`config.mk`:
```
export PLATFORM = sky130hd
export DESIGN_NAME = rps_match_scorer
export DESIGN_NICKNAME = d
export VERILOG_FILES = /design/src/rtl/rps_match_scorer.sv
export SDC_FILE = /design/constraint.sdc
export NUM_CORES = 1
export LEC_CHECK = 0
export CAP_MARGIN = 40
export CORE_ASPECT_RATIO = 2
export CORE_MARGIN = 2
export CORE_UTILIZATION = 30
export CTS_CLUSTER_SIZE = 8
export DETAILED_ROUTE_END_ITERATION = 16
export PLACE_DENSITY = 0.57
export RECOVER_POWER = 100
export SLEW_MARGIN = 5
export SYNTH_ARGS = -nofsm -noshare
export SYNTH_HDL_FRONTEND = slang
export SYNTH_SLANG_ARGS = --single-unit
```
`constraint.sdc`:
```
create_clock -name clk -period 4.4 [get_ports clk]
set_input_delay 0.88 -clock clk [delete_from_list [all_inputs] [get_ports clk]]
set_output_delay 0.88 -clock clk [all_outputs]
set_load 0.01 [all_outputs]
```
`src/rtl/rps_match_scorer.sv`:
```
`default_nettype none
// +-----------------------------------------------------------------------+
// | rps_match_scorer: best-of match tally and winner for RPS round codes  |
// | Revision: 1.0                                                         |
// +-----------------------------------------------------------------------+
module rps_match_scorer #(
  parameter int WIN_TARGET = 3,
  parameter int MAX_ROUNDS = 9
) (
  input  logic       clk,
  input  logic       reset,
  input  logic       start,
  input  logic [1:0] win,
  input  logic       win_valid,
  output logic [3:0] user_score,
  output logic [3:0] cpu_score,
  output logic [3:0] draw_count,
  output logic [3:0] round_count,
  output logic       in_play,
  output logic       match_over,
  output logic [1:0] match_winner,
  output logic       err
);

  localparam logic [3:0] c_win_target = 4'(WIN_TARGET);
  localparam logic [3:0] c_max_rounds = 4'(MAX_ROUNDS);

  localparam logic [1:0] c_code_user = 2'b00;
  localparam logic [1:0] c_code_draw = 2'b01;
  localparam logic [1:0] c_code_bad  = 2'b10;
  localparam logic [1:0] c_code_cpu  = 2'b11;

  typedef enum logic [1:0] {
    S_IDLE = 2'd0,
    S_PLAY = 2'd1,
    S_OVER = 2'd2
  } state_t;

  state_t     state_q, state_d;
  logic [3:0] user_q, user_d;
  logic [3:0] cpu_q, cpu_d;
  logic [3:0] draw_q, draw_d;
  logic [3:0] round_q, round_d;
  logic [1:0] winner_q, winner_d;
  logic       err_q, err_d;

  always_ff @(posedge clk or negedge reset) begin
    if (!reset) begin
      state_q  <= S_IDLE;
      user_q   <= 4'd0;
      cpu_q    <= 4'd0;
      draw_q   <= 4'd0;
      round_q  <= 4'd0;
      winner_q <= c_code_bad;
      err_q    <= 1'b0;
    end else begin
      state_q  <= state_d;
      user_q   <= user_d;
      cpu_q    <= cpu_d;
      draw_q   <= draw_d;
      round_q  <= round_d;
      winner_q <= winner_d;
      err_q    <= err_d;
    end
  end

  always_comb begin
    state_d  = state_q;
    user_d   = user_q;
    cpu_d    = cpu_q;
    draw_d   = draw_q;
    round_d  = round_q;
    winner_d = winner_q;
    err_d    = err_q;

    case (state_q)
      S_IDLE, S_OVER: begin
        // start always beats a coincident strobe; strobes are ignored here anyway
        if (start) begin
          state_d  = S_PLAY;
          user_d   = 4'd0;
          cpu_d    = 4'd0;
          draw_d   = 4'd0;
          round_d  = 4'd0;
          winner_d = c_code_bad;
          err_d    = 1'b0;
        end
      end

      S_PLAY: begin
        if (win_valid) begin
          case (win)
            c_code_user: user_d = user_q + 4'd1;
            c_code_cpu:  cpu_d  = cpu_q + 4'd1;
            c_code_draw: draw_d = draw_q + 4'd1;
            default:     err_d  = 1'b1;
          endcase

          if (win != c_code_bad) begin
            round_d = round_q + 4'd1;
            // Reaching the win target outranks hitting the round cap
            if (user_d == c_win_target) begin
              state_d  = S_OVER;
              winner_d = c_code_user;
            end else if (cpu_d == c_win_target) begin
              state_d  = S_OVER;
              winner_d = c_code_cpu;
            end else if (round_d == c_max_rounds) begin
              state_d = S_OVER;
              if (user_d > cpu_d) begin
                winner_d = c_code_user;
              end else if (cpu_d > user_d) begin
                winner_d = c_code_cpu;
              end else begin
                winner_d = c_code_draw;
              end
            end
          end
        end
      end

      default: state_d = S_IDLE;
    endcase
  end

  assign user_score   = user_q;
  assign cpu_score    = cpu_q;
  assign draw_count   = draw_q;
  assign round_count  = round_q;
  assign in_play      = (state_q == S_PLAY);
  assign match_over   = (state_q == S_OVER);
  assign match_winner = winner_q;
  assign err          = err_q;

endmodule
`default_nettype wire

```
==> results of run 1 <==
==> cell usage in the layout, fill, tap and decap left out, types with 2 or more instances in the layout <==
cell type        instances
and3_1                   3
a31oi_1                  2
maj3_2                   2
nand3_1                  9
nor3b_1                  4
nor2_1                  12
mux2i_1                  2
nand2_1                 14
clkdlybuf4s50_1          2
o21ai_0                 13
xor2_1                   6
clkbuf_8                 3
inv_1                    8
ha_1                     7
dlygate4sd3_1           24
or3_1                    2
a31o_2                   2
dfrtp_1                 20
mux2_2                   2
a211oi_1                 2
a2111oi_0                2
a21oi_1                  3
xnor2_1                  3
==> report_power, final <==
part           internal [mW]  switching [mW]  total, mW
sequential             0.245          0.0614      0.306
combinational          0.209           0.219      0.428
clock                 0.0631          0.0640      0.127
total                  0.517           0.344      0.861
==> synth_stat cells, types with 3 or more instances <==
cell and n:
xor2_1 6, nor3b_1 3, dfrtp_1 20, nand2_1 14, inv_1 8, ha_1 7
and3_1 3, nor2_1 10, mux2_2 3, xnor2_1 3, a21oi_1 3, o21ai_0 13
nand3_1 9
==> metrics by stage <==
step | util [%] | setup slack, ps | hold WS (ps) | power, mW | instance area, sq um
after floorplan | - | 1660 | 520 | 0.583 | 1350
after global placement | 38.6 | 1010 | 504 | 0.759 | 1680
after detailed placement | 39.0 | 972 | 509 | 0.769 | 1690
after CTS | 40.1 | 1230 | 521 | 0.902 | 1740
after global routing | 39.1 | 622 | 546 | 0.944 | 1700
final | 39.1 | 889 | 516 | 0.861 | 1700
==> state kept, by name, summed over array words and instances, names as in the netlist <==
| signal | flops |
|---|---|
| draw_count | 4 |
| match_winner | 2 |
| user_score | 4 |
| round_count | 4 |
| cpu_score | 4 |
| state_q | 2 |
| err | 1 |
==> worst min path at each step <==
stage,cells past startpoint,slack (ps),startpoint,end
floorplan,1,520,match_winner[1],match_winner[1]
global placement,1,500,match_winner[0],match_winner[0]
detailed placement,1,510,match_winner[1],match_winner[1]
CTS,1,520,match_winner[1],match_winner[1]
global route,1,550,match_winner[1],match_winner[1]
finish,1,520,match_winner[1],match_winner[1]
==> worst reg2reg max path, cell delays in order (launching register included) <==
cell	delay [ps]
dfrtp_1	460
ha_1	220
nor3b_1	430
xnor2_1	200
a2111oi_0	560
nor2_1	190
a31oi_1	300
mux2_2	370
==> area by class of cell <==
| class | count | area, sq um |
|---|---|---|
| Timing Repair Buffer | 28 | 272 |
| Clock inverter | 1 | 5.00 |
| Fill cell | 478 | 2640 |
| Clock buffer | 3 | 41.3 |
| Sequential cell | 21 | 527 |
| Tap cell | 54 | 67.6 |
| Multi-Input combinational cell | 112 | 754 |
| Inverter | 8 | 30.0 |
==> layer usage <==
layer | track usage [%] | part of all wire, % | vias up | wire [um]
li1 | - | - | 578 | -
met1 | 17.0 | 38 | 551 | 1220
met4 | 6.88 | 3.1 | 0 | 102
met5 | 0 | 0 | - | 0
met2 | 26.4 | 56 | 32 | 1800
met3 | 1.97 | 3.7 | 8 | 119
==> cells by family after synthesis <==
kind of cell	share of synthesized area, %
XOR/XNOR	5.84
buffers and inverters	2.78
flip-flops	39.1
adder cells (fa/ha/maj)	8.16
AO/OA/AOI/OAI	18.6
AND/OR/NAND/NOR	21.6
multiplexers	3.99
==> metrics.yaml, run 1 <==
clock-root-buffer: "clkbuf_8"
numCtsBuffers: 3
outcome: "finished clean"
place_inst: 223
power_density_nw_per_um2: 508
grt-ovfl-total: 0
hpwl_mm: 2.62
ff2ff_setup_slack_ps: 1550
fin_skew_ps: 7.77
synth_top_cell_area_share_pct: 37.1
slowest_stage: "a2111oi_0"
synth-main-ff-cell: "dfrtp_1"
r2r-start: "user_score[0]"
synth-seq-cells: 21
hp-class: "flip-flop to flip-flop"
netlist_area_sq_um: 1350
nets: 187
clk_pin_slew_ps: 70
antenna_found_initial: 0
drtIter0Drc: 22
setup_tns_ps: 0
cap_violations: 0
crit_chain: "dlygate4sd3_1 > nor2_1 > a41oi_1 > a2111oi_0 > nor2_1 > a31oi_1 > mux2_2"
synthCells: 143
endpoint: "match_winner[0]"
synth_edf_count: 0
crit_path_start: "win[0]"
clk_path_buf_depth: 2
worstPathMaxFanout: 7
synth.distinct_cells: 46
cts_tree: "done"
ioPinCount: 27
wl_per_cell_um: 14.3
relSlewSlack_pct: 49.7
cts_max_level: 1
min_period_ps: 3510
cp_top_family: "compound AO/OA/AOI/OAI gates"
cts_setup_buffers: 0
rows: 34
first_global_vias: 1210
cp-end-kind: "flip-flop"
detail-route-antenna-nets: 0
initial_core_util_pct: 31.1
dr.pass1.iters: 4
worstSetupPathType: "primary input to flip-flop"
fp.dieH_um: 98.8
r2r_cells: 7
crit_buf_inv: 1
irDropWorstVdd_uv: 343
fin_cells: 227
grt_max_degree: 17
drc_errors: 0
cp.depth: 7
critical_path_required_ps: 4540
fmax_mhz: 285
post-route-period-util_pct: 79.8
ys_async_sr_fraction_pct: 100
gp_congestion: 0.881
drv_slew: 0
clkSinkCount: 21
rsz0062_at_grt: "false"
ys_seq_area_share_pct: 39.1
finalWirelength_mm: 3.25
antenna_cells: 0
ys_warn_count: 0
crit_path_frequent_cell: "nor2_1"
grt_first_pass_wirelength_mm: 5.81
tightestPinTransition_ps: 753
vias: 1169
die_area_sq_um: 5080
reg2reg_to: "match_winner[0]"
clk_latency_ps: 260
cts_resized: 0
synth_top_cells_by_area: "dfrtp_1, ha_1, o21ai_0"
synth_area_leader_cell: "dfrtp_1"
hold_violations: 0
cpPeakStageDelay_ps: 670
syn-num-nets: 156
setup_viol: 0
start_kind: "primary input"
synth.avg_cell_area_sq_um: 9.43
placement.io_buffers: 26
die_width_um: 51.4
via_per_inst: 5.15
p_leak_nw: 0.780
core_area_sq_um: 4340
area_growth_pct: 25.8
hold_buffers: 0
grt.total_usage_pct: 14.9
arrival_ps: 3660
drive_above_1_share_pct: 7.51
No activity file was read; power rests on OpenSTA's default activity.
==> run 2: changes to the inputs <==
==> constraint.sdc (replaced) <==
create_clock -name clk -period 3.5 [get_ports clk]
set_input_delay 0.7 -clock clk [delete_from_list [all_inputs] [get_ports clk]]
set_output_delay 0.7 -clock clk [all_outputs]
set_load 0.01 [all_outputs]
==> metrics.yaml, run 2 (same netlist as run 1, synthesis figures left out) <==
outcome: "finished clean"
ff_latch_area_sq_um: 527  # unchanged
irDropWorstVdd_uv: 360  # +5.2%
clk_pin_slew_ps: 80  # about the same
start_kind: "primary input"
hp-class: "flip-flop to flip-flop"
first_global_vias: 1244  # +2.8%
grt_first_pass_wirelength_mm: 5.89  # +1.3%
hpwl_mm: 2.77  # +5.7%
slowest_stage: "dlygate4sd3_1"
vias: 1191  # +1.9%
drtIter0Drc: 19  # -14%
cp_top_family: "compound AO/OA/AOI/OAI gates"
multi_input_area_sq_um: 772  # +2.3%
grt.total_usage_pct: 15.0  # +0.10 points
rsz0062_at_grt: "false"
fillers: 466  # -2.5%
worstSetupPathType: "primary input to flip-flop"
area_growth_pct: 27.1
drv_slew: 0  # unchanged
crit_buf_inv: 1  # unchanged
cts_max_level: 1  # unchanged
worstPathMaxFanout: 7  # unchanged
grt_max_degree: 14  # -3
cts_tree: "done"
drc_errors: 0  # unchanged
rows: 34  # unchanged
setup_viol: 0  # unchanged
die_area_sq_um: 5080  # unchanged
cap_violations: 0  # unchanged
mostFrequentLayoutCells: "dlygate4sd3_1, dfrtp_1, nand2_1"
clk_path_buf_depth: 2  # unchanged
fin_skew_ps: 8.51  # +0.737 ps
cts_setup_buffers: 0  # unchanged
die_width_um: 51.4  # unchanged
hold_buffers: 0  # unchanged
initial_core_util_pct: 31.1  # unchanged
gp_congestion: 0.904  # +2.6%
nets: 188  # +0.53%
via_per_inst: 5.22  # +1.4%
clk_latency_ps: 260  # about the same
arrival_ps: 3350  # -310 ps
cp-end-kind: "flip-flop"
detail-route-antenna-nets: 0  # unchanged
post-route-period-util_pct: 91.7
relSlewSlack_pct: 51.1  # +1.4 points
ioPinCount: 27  # unchanged
hold_violations: 0  # unchanged
drive_above_1_share_pct: 9.20  # +1.7 points
min_period_ps: 3210
cts_resized: 0  # unchanged
p_total_mw: 1.09  # +27%
tightestPinTransition_ps: 734  # -19.1 ps
antenna_found_initial: 0  # unchanged
critical_path_required_ps: 3640  # -900 ps
placement.io_buffers: 26  # unchanged
power_density_nw_per_um2: 636  # +25%
fp.dieH_um: 98.8  # unchanged
grt-ovfl-total: 0  # unchanged
setup_tns_ps: 0  # unchanged
final_common_cell: "dlygate4sd3_1"
cpPeakStageDelay_ps: 630  # -40 ps
dr.pass1.iters: 4  # unchanged
antenna_cells: 0  # unchanged
wl_per_cell_um: 15.1  # +5.3%
crit_path_frequent_cell: "nor2_1"
p_leak_nw: 0.781  # +0.17%
core_area_sq_um: 4340  # unchanged
crit_chain: "dlygate4sd3_1 > nor2_1 > a41oi_1 > a2111oi_2 > nor2_1 > a31oi_1 > mux2_2"
fmax_mhz: 312
numCtsBuffers: 3  # unchanged
finalWirelength_mm: 3.44  # +5.8%
clkSinkCount: 21  # unchanged
clock-root-buffer: "clkbuf_8"
-- run 2: final cells by class --
cell class / instances / area share, %
clock buffer: 3 / 2.41
clock inverter: 1 / 0.292
inverter: 8 / 1.75
multi-input combinational: 112 / 45.0
sequential: 21 / 30.7
tap: 54 / 3.94
timing repair buffer: 29 / 15.8
-- run 2: layer usage --
| metal | global-route usage [%] | up-vias | wire length (um) |
|---|---|---|---|
| li1 | - | 576 | - |
| met1 | 16.9 | 583 | 1320 |
| met2 | 27.4 | 28 | 1960 |
| met3 | 2.12 | 4 | 106 |
| met4 | 5.47 | 0 | 51 |
| met5 | 0 | - | 0 |
-- run 2: path summary, 6_finish.rpt --
| check | from | end | slack (ps) | cells past startpoint |
|---|---|---|---|---|
| setup / recovery | win[1] | match_winner[0] | 290 | 7 |
| hold / removal | match_winner[1] | match_winner[1] | 520 | 1 |
| setup reg to reg | cpu_score[0] | match_winner[1] | 960 | 8 |
| hold reg to reg | match_winner[1] | match_winner[1] | 520 | 1 |
| max in group asynchronous | reset | cpu_score[1] | 1710 | 2 |
| min in group asynchronous | reset | round_count[2] | 790 | 1 |
-- run 2: power by group --
part / switching (mW) / internal [mW] / total (mW)
Sequential: 0.0758 / 0.307 / 0.383
Clock: 0.0836 / 0.0793 / 0.163
Combinational: 0.283 / 0.262 / 0.544
Total: 0.442 / 0.649 / 1.09
-- run 2: stage by stage --
stage                     worst slack, ps  instance area, sq um  hold slack (ps)  std cells  util (%)
after floorplan                       936                  1350              404        143         -
after global placement                297                  1680              504        223      38.8
after CTS                             513                  1750              524        228      40.2
after detailed placement              256                  1700              514        224      39.2
final                                 291                  1710              518        228      39.5
after global routing                  201                  1710              535        228      39.5
